[src/rtl/ghash_block_formatter.sv]
// rtl/ghash_block_formatter.sv - GCM block sequencer feeding AAD, ciphertext and the length block to GHASH
module ghash_block_formatter #(
    parameter int LEN_W = 32
) (
    input  logic             clk,
    input  logic             reset,
    input  logic             start,
    input  logic [LEN_W-1:0] aad_bytes,
    input  logic [LEN_W-1:0] ct_bytes,
    input  logic [127:0]     in_data,
    input  logic             in_valid,
    output logic             in_ready,
    output logic             ghash_start,
    output logic [127:0]     out_data,
    output logic             out_valid,
    input  logic             out_ready,
    output logic             busy,
    output logic             done
);

    // Counter is at least 6 bits wide so the "more than one word left" test works for tiny LEN_W.
    localparam int CW = (LEN_W < 6) ? 6 : LEN_W;

    typedef enum logic [2:0] {
        S_IDLE,
        S_INIT,
        S_AAD,
        S_CT,
        S_LEN,
        S_DONE
    } state_t;

    state_t state;
    state_t state_nx;

    logic [LEN_W-1:0] aad_len;
    logic [LEN_W-1:0] ct_len;
    logic [CW-1:0]    remaining;
    logic             len_loaded;

    logic             buf_free;
    logic             in_phase;
    logic             accept;
    logic             last_word;
    logic [4:0]       last_bytes;
    logic [7:0]       drop_bits;
    logic [127:0]     keep_mask;
    logic [127:0]     len_block;

    // The output register can take a new block when empty or being drained this cycle.
    assign buf_free   = !out_valid || out_ready;
    assign in_phase   = (state == S_AAD) || (state == S_CT);
    assign in_ready   = in_phase && buf_free;
    assign accept     = in_valid && in_ready;

    // On the final word of a phase only the first r bytes belong to the message.
    assign last_word  = (remaining <= CW'(16));
    assign last_bytes = last_word ? remaining[4:0] : 5'd16;
    assign drop_bits  = 8'd128 - {last_bytes, 3'b000};
    assign keep_mask  = {128{1'b1}} << drop_bits;

    assign len_block  = {(64'(aad_len) << 3), (64'(ct_len) << 3)};

    // State register.
    always_ff @(posedge clk or posedge reset) begin
        if (reset) begin
            state <= S_IDLE;
        end else begin
            state <= state_nx;
        end
    end

    // Next-state and phase-decoded control outputs; start always restarts the sequence.
    always_comb begin
        state_nx    = state;
        ghash_start = 1'b0;
        done        = 1'b0;
        busy        = (state != S_IDLE);
        case (state)
            S_IDLE: begin
                state_nx = S_IDLE;
            end
            S_INIT: begin
                ghash_start = 1'b1;
                if (aad_len != '0) begin
                    state_nx = S_AAD;
                end else if (ct_len != '0) begin
                    state_nx = S_CT;
                end else begin
                    state_nx = S_LEN;
                end
            end
            S_AAD: begin
                if (accept && last_word) begin
                    state_nx = (ct_len != '0) ? S_CT : S_LEN;
                end
            end
            S_CT: begin
                if (accept && last_word) begin
                    state_nx = S_LEN;
                end
            end
            S_LEN: begin
                if (len_loaded && out_valid && out_ready) begin
                    state_nx = S_DONE;
                end
            end
            S_DONE: begin
                done     = 1'b1;
                state_nx = S_IDLE;
            end
            default: begin
                state_nx = S_IDLE;
            end
        endcase
        if (start) begin
            state_nx = S_INIT;
        end
    end

    // Length latches, per-phase byte counter and the single output buffer stage.
    always_ff @(posedge clk or posedge reset) begin
        if (reset) begin
            aad_len    <= '0;
            ct_len     <= '0;
            remaining  <= '0;
            len_loaded <= 1'b0;
            out_data   <= '0;
            out_valid  <= 1'b0;
        end else if (start) begin
            aad_len    <= aad_bytes;
            ct_len     <= ct_bytes;
            remaining  <= '0;
            len_loaded <= 1'b0;
            out_data   <= '0;
            out_valid  <= 1'b0;
        end else begin
            case (state)
                S_INIT: begin
                    remaining  <= (aad_len != '0) ? CW'(aad_len) : CW'(ct_len);
                    len_loaded <= 1'b0;
                end
                S_AAD, S_CT: begin
                    if (accept) begin
                        if (!last_word) begin
                            remaining <= remaining - CW'(16);
                        end else if (state == S_AAD) begin
                            remaining <= CW'(ct_len);
                        end else begin
                            remaining <= '0;
                        end
                    end
                end
                default: begin
                end
            endcase

            if (accept) begin
                out_data  <= in_data & keep_mask;
                out_valid <= 1'b1;
            end else if ((state == S_LEN) && !len_loaded && buf_free) begin
                out_data   <= len_block;
                out_valid  <= 1'b1;
                len_loaded <= 1'b1;
            end else if (out_valid && out_ready) begin
                out_valid <= 1'b0;
            end
        end
    end

endmodule

[config.mk]
export PLATFORM = sky130hd
export DESIGN_NAME = ghash_block_formatter
export DESIGN_NICKNAME = d
export VERILOG_FILES = /design/src/rtl/ghash_block_formatter.sv
export SDC_FILE = /design/constraint.sdc
export NUM_CORES = 1
export LEC_CHECK = 0
export ABC_AREA = 1
export BUFFER_PORTS_ARGS = -buffer_cell sky130_fd_sc_hd__buf_2
export CAP_MARGIN = 10
export CORE_UTILIZATION = 27
export DETAILED_ROUTE_END_ITERATION = 7
export PLACE_DENSITY = 0.56
export SLEW_MARGIN = 15
export SYNTH_ARGS = -nofsm -noshare
export SYNTH_HDL_FRONTEND = slang
export SYNTH_SLANG_ARGS = --single-unit
export TNS_END_PERCENT = 100
[constraint.sdc]
create_clock -name clk -period 11.5 [get_ports clk]
set_clock_uncertainty 0.15 [all_clocks]
set_input_delay 2.3 -clock clk [delete_from_list [all_inputs] [get_ports clk]]
set_output_delay 2.3 -clock clk [all_outputs]
set_load 0.02 [all_outputs]
# Word level (Yosys, flattened, before mapping)
# Cells that the tools add are included.
# classes
n_mux	27
shifts	1
add_sub_neg	2
bitwise	1
n_reduce_logical	21
eq_ne	9
magnitude_cmp	1
# op_table
operator	n
128-bit two-way mux	3
32-bit two-way mux	5
128-bit AND	1
128-bit by 8-bit << shifter with 128-bit output (first input constant)	1
32-bit case mux with 2 select lines	1
32-bit nonzero test	2
32-bit by 5-bit <= comparator with 1-bit output (second input constant)	1
32-bit by 5-bit subtractor with 32-bit output (second input constant)	1
3-bit two-way mux	6
3-bit case mux with 4 select lines	1
1-bit two-way mux	10
3-bit nonzero test	3
1-bit logical AND	8
8-bit subtractor (first input constant)	1
3-bit by 2-bit == test with 1-bit output (second input constant)	2
3-bit == test (second input constant)	2
3-bit by 2-bit != test with 1-bit output (second input constant)	2
3-bit != test (second input constant)	2
5-bit two-way mux	1
4-bit nonzero test	1
3-bit by 1-bit == test with 1-bit output (second input constant)	1
3-bit AND reduction	1
1-bit zero test	2
1-bit logical OR	2
2 further kinds	2
# word_totals
inputBits	197
elab_cells	69
ff_bits	229

# Longest topological paths before layout
# Gate-level depths: netlist of run 1.
# depth
depth_word	8
mapped_depth	19
mapped_depth_nobuf	18

# Worst setup path before layout of run 1
# OpenSTA, ideal clock, no wires.
# synth_timing
kind	input-to-output
startpoint	in out_ready
endpoint	out in_ready
cell_stages	2
t_arrival_ps	2569
t_required_ps	9050
path_slack_ps	6481
path_buffers	0
cell_sequence	nor2_1 nor2_2
# synth_via
elab_chain_len	2
# synth_lines
element	line_no	source
from (decl)	16	input logic out_ready,
1-bit logical OR	51	assign buf_free = !out_valid || out_ready;
1-bit logical AND	53	assign in_ready = in_phase && buf_free;
to (decl)	12	output logic in_ready,
# Every way passes these cells.

# Final worst setup path of run 1
# Ends and elaborated chain as after synthesis.

==> flow_metrics.env, run 1 <==
export IMPL_n_antenna_cell=0
export IMPL_syn_num_nets=1822
export IMPL_port_buffers=329
export IMPL_grt_max_degree=99
export IMPL_cp_cell_sequence="buf_2 -> nor2_1 -> nor2_2 -> buf_2"
export IMPL_ant_nets=0
export IMPL_clock_sinks=229
export IMPL_first_iter_violations=819
export IMPL_drv_slew=0
export IMPL_die_area_um2=44900
export IMPL_cts_root_buf="clkbuf_16"
export IMPL_synth_cell_types=38
export IMPL_area_growth_pct=25.9
export IMPL_grt_remaining_overflow=0
export IMPL_slew_headroom_pct=31.5
export IMPL_final_common_cell="nand2_1"
export IMPL_pwr_share_seq_pct=35.4
export IMPL_grt_pass1_wl_mm=66.1
export IMPL_postCtsSetupRepairBufs=0
export IMPL_rows=76
export IMPL_max_vdd_ir_drop_v=0.0000775
export IMPL_rsz0062_at_grt="no"
export IMPL_vias_per_cell=4.73
export IMPL_die_w_um=212
export IMPL_combPwrFrac_pct=34.1
export IMPL_setup_viol=0
export IMPL_p_sw_share_pct=39.7
export IMPL_cp_required_ns=9.05
export IMPL_maxCapViolations=0
export IMPL_wirelength_mm=44.0
export IMPL_gp_congestion=0.862
export IMPL_synth_top_cell_area_share_pct=48.1
export IMPL_layout_common_cells="738 x nand2_1, 329 x buf_2, 229 x dfrtp_1"
export IMPL_min_period_ns=5.29
export IMPL_internal_power_mw=1.78
export IMPL_tightest_slew_ns=1.03
export IMPL_antenna_found_initial=1
export IMPL_hold_viol_final=0
export IMPL_start_util_pct=27.5
export IMPL_grt_pass1_vias=11500
export IMPL_ys_seq_area_share_pct=48.1
export IMPL_leakagePower_nw=8.11
export IMPL_synth_warnings=0
export IMPL_cts_hold_buf=0
export IMPL_finalSetupTns_ns=0
export IMPL_cp_arrival_ns=2.84
export IMPL_drc=0
export IMPL_switching_power_mw=1.17
export IMPL_drive_gt1_share_pct=22.3
export IMPL_placed_cells=2461
export IMPL_post_dp_hpwl_mm=31.1
export IMPL_nets=2109
export IMPL_syn_cell_area_um2=11900
export IMPL_ys_ff_latch=229
export IMPL_pwr_share_clk_pct=30.5
export IMPL_status="finished, final reports clean"
export IMPL_clock_fmax_mhz=189
export IMPL_powerDensity_nw_per_um2=197
export IMPL_critPathLaunchType="input pin"
export IMPL_crit_top_cell="buf_2"
export IMPL_fin_crit_sh_pct=46.0
export IMPL_hold_class="reg -> reg"
export IMPL_final_area_um2=15000
export IMPL_vias=11900
export IMPL_numCtsBuffers=29
export IMPL_grt_usage_pct=19.1
export IMPL_syn_mean_instance_area_um2=7.35
export IMPL_die_h_um=212
export IMPL_fillers=4666
export IMPL_path_delay_family="buffers and inverters"
export IMPL_fin_cells=2511
export IMPL_synthTopCellsByArea="dfrtp_1 48%, nand2_1 23%, o21ai_0 4.5%, nand3_1 4.2%, inv_1 2.2%"
export IMPL_cp_max_fo=3
export IMPL_placed_area_um2=14100
export IMPL_cts_resized=0
export IMPL_routedWlPerCell_um=17.5
export IMPL_synthCells=1620
export IMPL_critPathKind="in -> out"
export IMPL_yosysTopAreaCell="dfrtp_1"
export IMPL_core_area_um2=43300
export IMPL_end_kind="primary output"
export IMPL_drt_pass1_iterations=5
export IMPL_cts_htree_levels=1
export IMPL_io_pins=330
export IMPL_cts_tree="built"
export IMPL_clkLatencyLatePin_ns=0.56
export IMPL_path_clk_slew_ns=0.05
export IMPL_clk_path_buf_depth=3
export IMPL_crit_buf_inv=2
export IMPL_cp_slowest_cell="buf_2"
export IMPL_crit_path_max_incr_delay_ns=0.19
[worst reg2reg max path, cell delays in order (launching register included)]
cell and delay (ns):
dfrtp_1 0.42, nor2_1 0.20, nand2_1 0.14, nor2_2 0.18, nand2_1 0.11, nor2_4 0.16, nand2_2 0.22, inv_2 0.45
nand2_1 0.21, ha_1 0.31, inv_1 0.13, o311ai_1 0.14, nand2_4 0.82, nand2_1 0.53, nor2_2 0.38, nand3_1 0.13
nand2_1 0.09
[cell type report]
class | instances | area, µm² | area share, %
Clock inverter | 15 | 166 | 1.11
Clock buffer | 35 | 758 | 5.06
Multi-Input combinational cell | 1229 | 5540 | 37.0
Tap cell | 585 | 732 | 4.88
Sequential cell | 229 | 5730 | 38.2
Timing Repair Buffer | 344 | 1770 | 11.8
Inverter | 74 | 285 | 1.90
[stage by stage]
| stage | power [mW] | util [%] | hold slack [ns] | setup slack (ns) |
|---|---|---|---|---|
| after detailed placement | 2.07 | 32.5 | 0.310 | 6.22 |
| final | 2.96 | 34.6 | 0.321 | 6.21 |
| after global routing | 3.15 | 34.6 | 0.346 | 6.15 |
| after floorplan | 1.74 | - | 0.306 | 2.77 |
| after global placement | 2.06 | 32.4 | 0.310 | 5.82 |
| after CTS | 2.99 | 34.6 | 0.325 | 6.22 |
[flip-flops by register name, summed over array words and instances, names as in the netlist]
name and cells:
aad_len 32, state 3, remaining 32, out_valid 1
out_data 128, len_loaded 1, ct_len 32
[power groups by stage]
stage,clock network [mW],logic [mW],registers [mW]
2_1_floorplan,0,0.628,1.12
3_3_place_gp,0,0.998,1.06
3_5_place_dp,0,1.01,1.06
4_1_cts,0.928,1.01,1.05
5_1_grt,0.961,1.13,1.06
6_report,0.902,1.01,1.05
[kinds of logic (layout without fill, tap and decap cells)]
group | Yosys count | count (layout) | synth area share, %
DFF | 229 | 229 | 48.1
xor gates and xnor gates | 23 | 23 | 1.69
adders and majority gates | 5 | 5 | 0.526
buffers and inverters | 162 | 468 | 5.59
and+or+nand+nor | 985 | 985 | 34.2
AOI/OAI and AO/OA | 216 | 216 | 9.89
[Yosys cell counts, drive strengths merged]
| library cell | n |
|---|---|
| a31oi | 3 |
| nand4 | 42 |
| or2 | 2 |
| xnor2 | 1 |
| ha | 5 |
| nor3 | 7 |
| buf | 28 |
| nand2 | 745 |
| o21ai | 153 |
| o211ai | 13 |
| a21o | 1 |
| inv | 74 |
| dfrtp | 229 |
| o311ai | 1 |
| nand3 | 101 |
| xor2 | 22 |
| clkbuf | 60 |
| a22oi | 2 |
| o2111ai | 1 |
| nor4 | 12 |
| nor2 | 76 |
| a41oi | 1 |
| o22ai | 10 |
| a21oi | 31 |
[per-layer routing]
metal	routed length [µm]	track usage, %
met4	1490	7.10
met1	18900	24.2
met2	20700	32.2
met3	2870	3.49
met5	8	0
[path summary, 6_finish.rpt]
path                                             endpoint                 startpoint  slack [ns]  depth (start not counted)
worst max-delay path                             in_ready                  out_ready        6.21                          4
worst min-delay path            out_data[126]$_DFFE_PP0P_  out_data[126]$_DFFE_PP0P_        0.32                          2
worst max register to register   out_data[39]$_DFFE_PP0P_  remaining[22]$_DFFE_PP0P_        6.69                         16
worst min register to register  out_data[126]$_DFFE_PP0P_  out_data[126]$_DFFE_PP0P_        0.32                          2
max in group asynchronous        out_data[58]$_DFFE_PP0P_                      reset        8.00                          3
min in group asynchronous        out_data[94]$_DFFE_PP0P_                      reset        1.69                          2
No activity file was read; power rests on OpenSTA's default activity.
==> inputs of run 2 (changes only) <==
Settings changed: ABC_AREA 1 to 0, PLACE_DENSITY 0.56 to 0.58.
Clock period 11.5 ns to 4.7 ns, I/O delays scaled along.
==> flow_metrics.env, run 2 <==
export IMPL_cts_root_buf="clkbuf_16"
export IMPL_critPathKind="reg -> reg"
export IMPL_hold_viol_final=0
export IMPL_grt_usage_pct=18.1
export IMPL_syn_cell_area_um2=11200
export IMPL_vias=9810
export IMPL_syn_num_nets=1197
export IMPL_cts_tree="built"
export IMPL_die_h_um=206
export IMPL_clock_sinks=229
export IMPL_antenna_found_initial=5
export IMPL_drc=0
export IMPL_synth_edf_count=0
export IMPL_clk_path_buf_depth=3
export IMPL_start_util_pct=27.4
export IMPL_async_flop_share_pct=100
export IMPL_cp_max_fo=11
export IMPL_critPathLaunchType="flop"
export IMPL_clock_fmax_mhz=231
export IMPL_nets=1505
export IMPL_rsz0062_at_grt="no"
export IMPL_end_kind="flop"
export IMPL_core_area_um2=40900
export IMPL_grt_max_degree=73
export IMPL_first_iter_violations=660
export IMPL_synth_cell_types=72
export IMPL_yosysTopAreaCell="dfrtp_1"
export IMPL_finalSetupTns_ns=0
export IMPL_grt_pass1_vias=9393
export IMPL_combPwrFrac_pct=22.7
export IMPL_synth_top_cell_area_share_pct=51.0
export IMPL_leakagePower_nw=7.08
export IMPL_grt_pass1_wl_mm=58.7
export IMPL_synth_warnings=0
export IMPL_layout_setup_ws_ns=0.366
export IMPL_grt_remaining_overflow=0
export IMPL_area_growth_pct=29.3
export IMPL_status="finished, final reports clean"
export IMPL_final_common_cell="buf_2"
export IMPL_rows=74
export IMPL_syn_mean_instance_area_um2=11.3
export IMPL_ys_ff_latch=229
export IMPL_setup_viol=0
export IMPL_port_buffers=329
export IMPL_yosys_most_used_dff="dfrtp_1"
export IMPL_routedWlPerCell_um=21.4
export IMPL_min_period_ns=4.33
export IMPL_cts_htree_levels=1
export IMPL_ant_nets=0
export IMPL_tightest_slew_ns=0.958
export IMPL_synthTopCellsByCount="229 x dfrtp_1, 65 x mux2i_1, 63 x nand2_1"
export IMPL_p_sw_share_pct=31.6
export IMPL_clkLatencyLatePin_ns=0.57
export IMPL_io_pins=330
export IMPL_internal_power_mw=4.37
export IMPL_die_area_um2=42400
export IMPL_regMostFlops="out_data"
export IMPL_fin_cells=1856
export IMPL_hold_class="reg -> reg"
export IMPL_vias_per_cell=5.29
export IMPL_switching_power_mw=2.02
export IMPL_pre_cts_ws_ns=0.455
export IMPL_layout_common_cells="328 x buf_2, 229 x dfrtp_1, 65 x mux2i_1"
export IMPL_postCtsSetupRepairBufs=0
export IMPL_slew_headroom_pct=35.8
export IMPL_synthTopCellsByArea="dfrtp_1 51%, mux2_2 6.0%, mux2i_1 5.8%, a32o_1 3.8%, o2bb2ai_1 3.0%"
export IMPL_die_w_um=206
export IMPL_drv_slew=0
export IMPL_maxCapViolations=0
export IMPL_cp_arrival_ns=4.69
export IMPL_fin_crit_sh_pct=92.2
export IMPL_wirelength_mm=39.7
export IMPL_largest_reg_flops=128
export IMPL_cts_hold_buf=0
export IMPL_gp_congestion=0.863
export IMPL_max_vdd_ir_drop_v=0.000251
export IMPL_pwr_share_clk_pct=39.0
export IMPL_numCtsBuffers=28
export IMPL_placed_cells=1805
export IMPL_post_dp_hpwl_mm=28.5
export IMPL_cts_resized=0
export IMPL_drive_gt1_share_pct=36.9
export IMPL_synthCells=995
export IMPL_pwr_share_seq_pct=38.2
export IMPL_synth_most_common_cell="dfrtp_1"
export IMPL_drt_pass1_iterations=5
export IMPL_powerDensity_nw_per_um2=440
export IMPL_cp_required_ns=5.05
export IMPL_path_clk_slew_ns=0.06
export IMPL_ys_seq_area_share_pct=51.0
==> run 2: worst paths after layout <==
check | cells after the start | end | slack, ns | start
worst max-delay path | 9 | out_data[2]$_DFFE_PP0P_ | 0.37 | remaining[22]$_DFFE_PP0P_
worst min-delay path | 2 | out_data[116]$_DFFE_PP0P_ | 0.32 | out_data[116]$_DFFE_PP0P_
worst max register to register | 9 | out_data[2]$_DFFE_PP0P_ | 0.37 | remaining[22]$_DFFE_PP0P_
worst min register to register | 2 | out_data[116]$_DFFE_PP0P_ | 0.32 | out_data[116]$_DFFE_PP0P_
max in group asynchronous | 3 | out_data[23]$_DFFE_PP0P_ | 3.10 | reset
min in group asynchronous | 2 | out_data[121]$_DFFE_PP0P_ | 0.39 | reset
==> run 2: logic make-up (layout without fill, tap and decap cells) <==
group | after synthesis | count (layout) | synth area share [%]
xor gates and xnor gates | 19 | 19 | 1.48
muxes | 125 | 125 | 11.8
buffers and inverters | 86 | 413 | 3.39
and+or+nand+nor | 253 | 253 | 12.0
AOI/OAI and AO/OA | 278 | 278 | 19.7
DFF | 229 | 229 | 51.0
adders and majority gates | 5 | 5 | 0.557
other | 0 | 2 | 0
==> run 2: per-stage QoR <==
step           instance area (µm²)  power, mW  util, %  hold slack, ns
2_1_floorplan                11200       3.39        -           0.336
6_report                     14500       6.39     35.5           0.319
4_1_cts                      14500       6.46     35.5           0.327
3_3_place_gp                 13500       3.90     32.9           0.308
5_1_grt                      14500       6.70     35.5           0.352
3_5_place_dp                 13500       3.93     32.9           0.315
==> run 2: power groups by stage <==
stage / Clock, mW / Sequential (mW) / Combinational [mW]
finish: 2.49 / 2.44 / 1.45
global route: 2.64 / 2.48 / 1.59
floorplan: 0 / 2.49 / 0.902
global placement: 0 / 2.47 / 1.44
CTS: 2.55 / 2.44 / 1.46
detailed placement: 0 / 2.48 / 1.45
==> run 2: layout make-up <==
cell class / instances / area (µm²)
fill: 4174 / 26400
sequential: 229 / 5730
multi-input combinational: 680 / 5150
timing repair buffer: 352 / 1860
clock buffer: 38 / 788
tap: 532 / 666
clock inverter: 11 / 272
inverter: 12 / 48.8
antenna: 2 / 5.00
==> run 2: layer usage <==
metal | global-route usage [%] | up-vias | wire length [µm]
met5 | 0 | - | 47
met4 | 5.51 | 8 | 976
met3 | 3.28 | 63 | 2610
met2 | 29.1 | 359 | 18700
met1 | 24.7 | 4901 | 17400
li1 | - | 4479 | -
==> run 2: critical path, stage by stage, from the launching register on <==
cell,delay [ns]
dfrtp_1,0.44
nor4_4,0.46
nand3_4,0.24
nor4_2,0.80
nand2_1,0.23
ha_1,0.41
nor4b_1,0.46
nand3_1,0.24
nand2_1,0.57
a32o_1,0.27
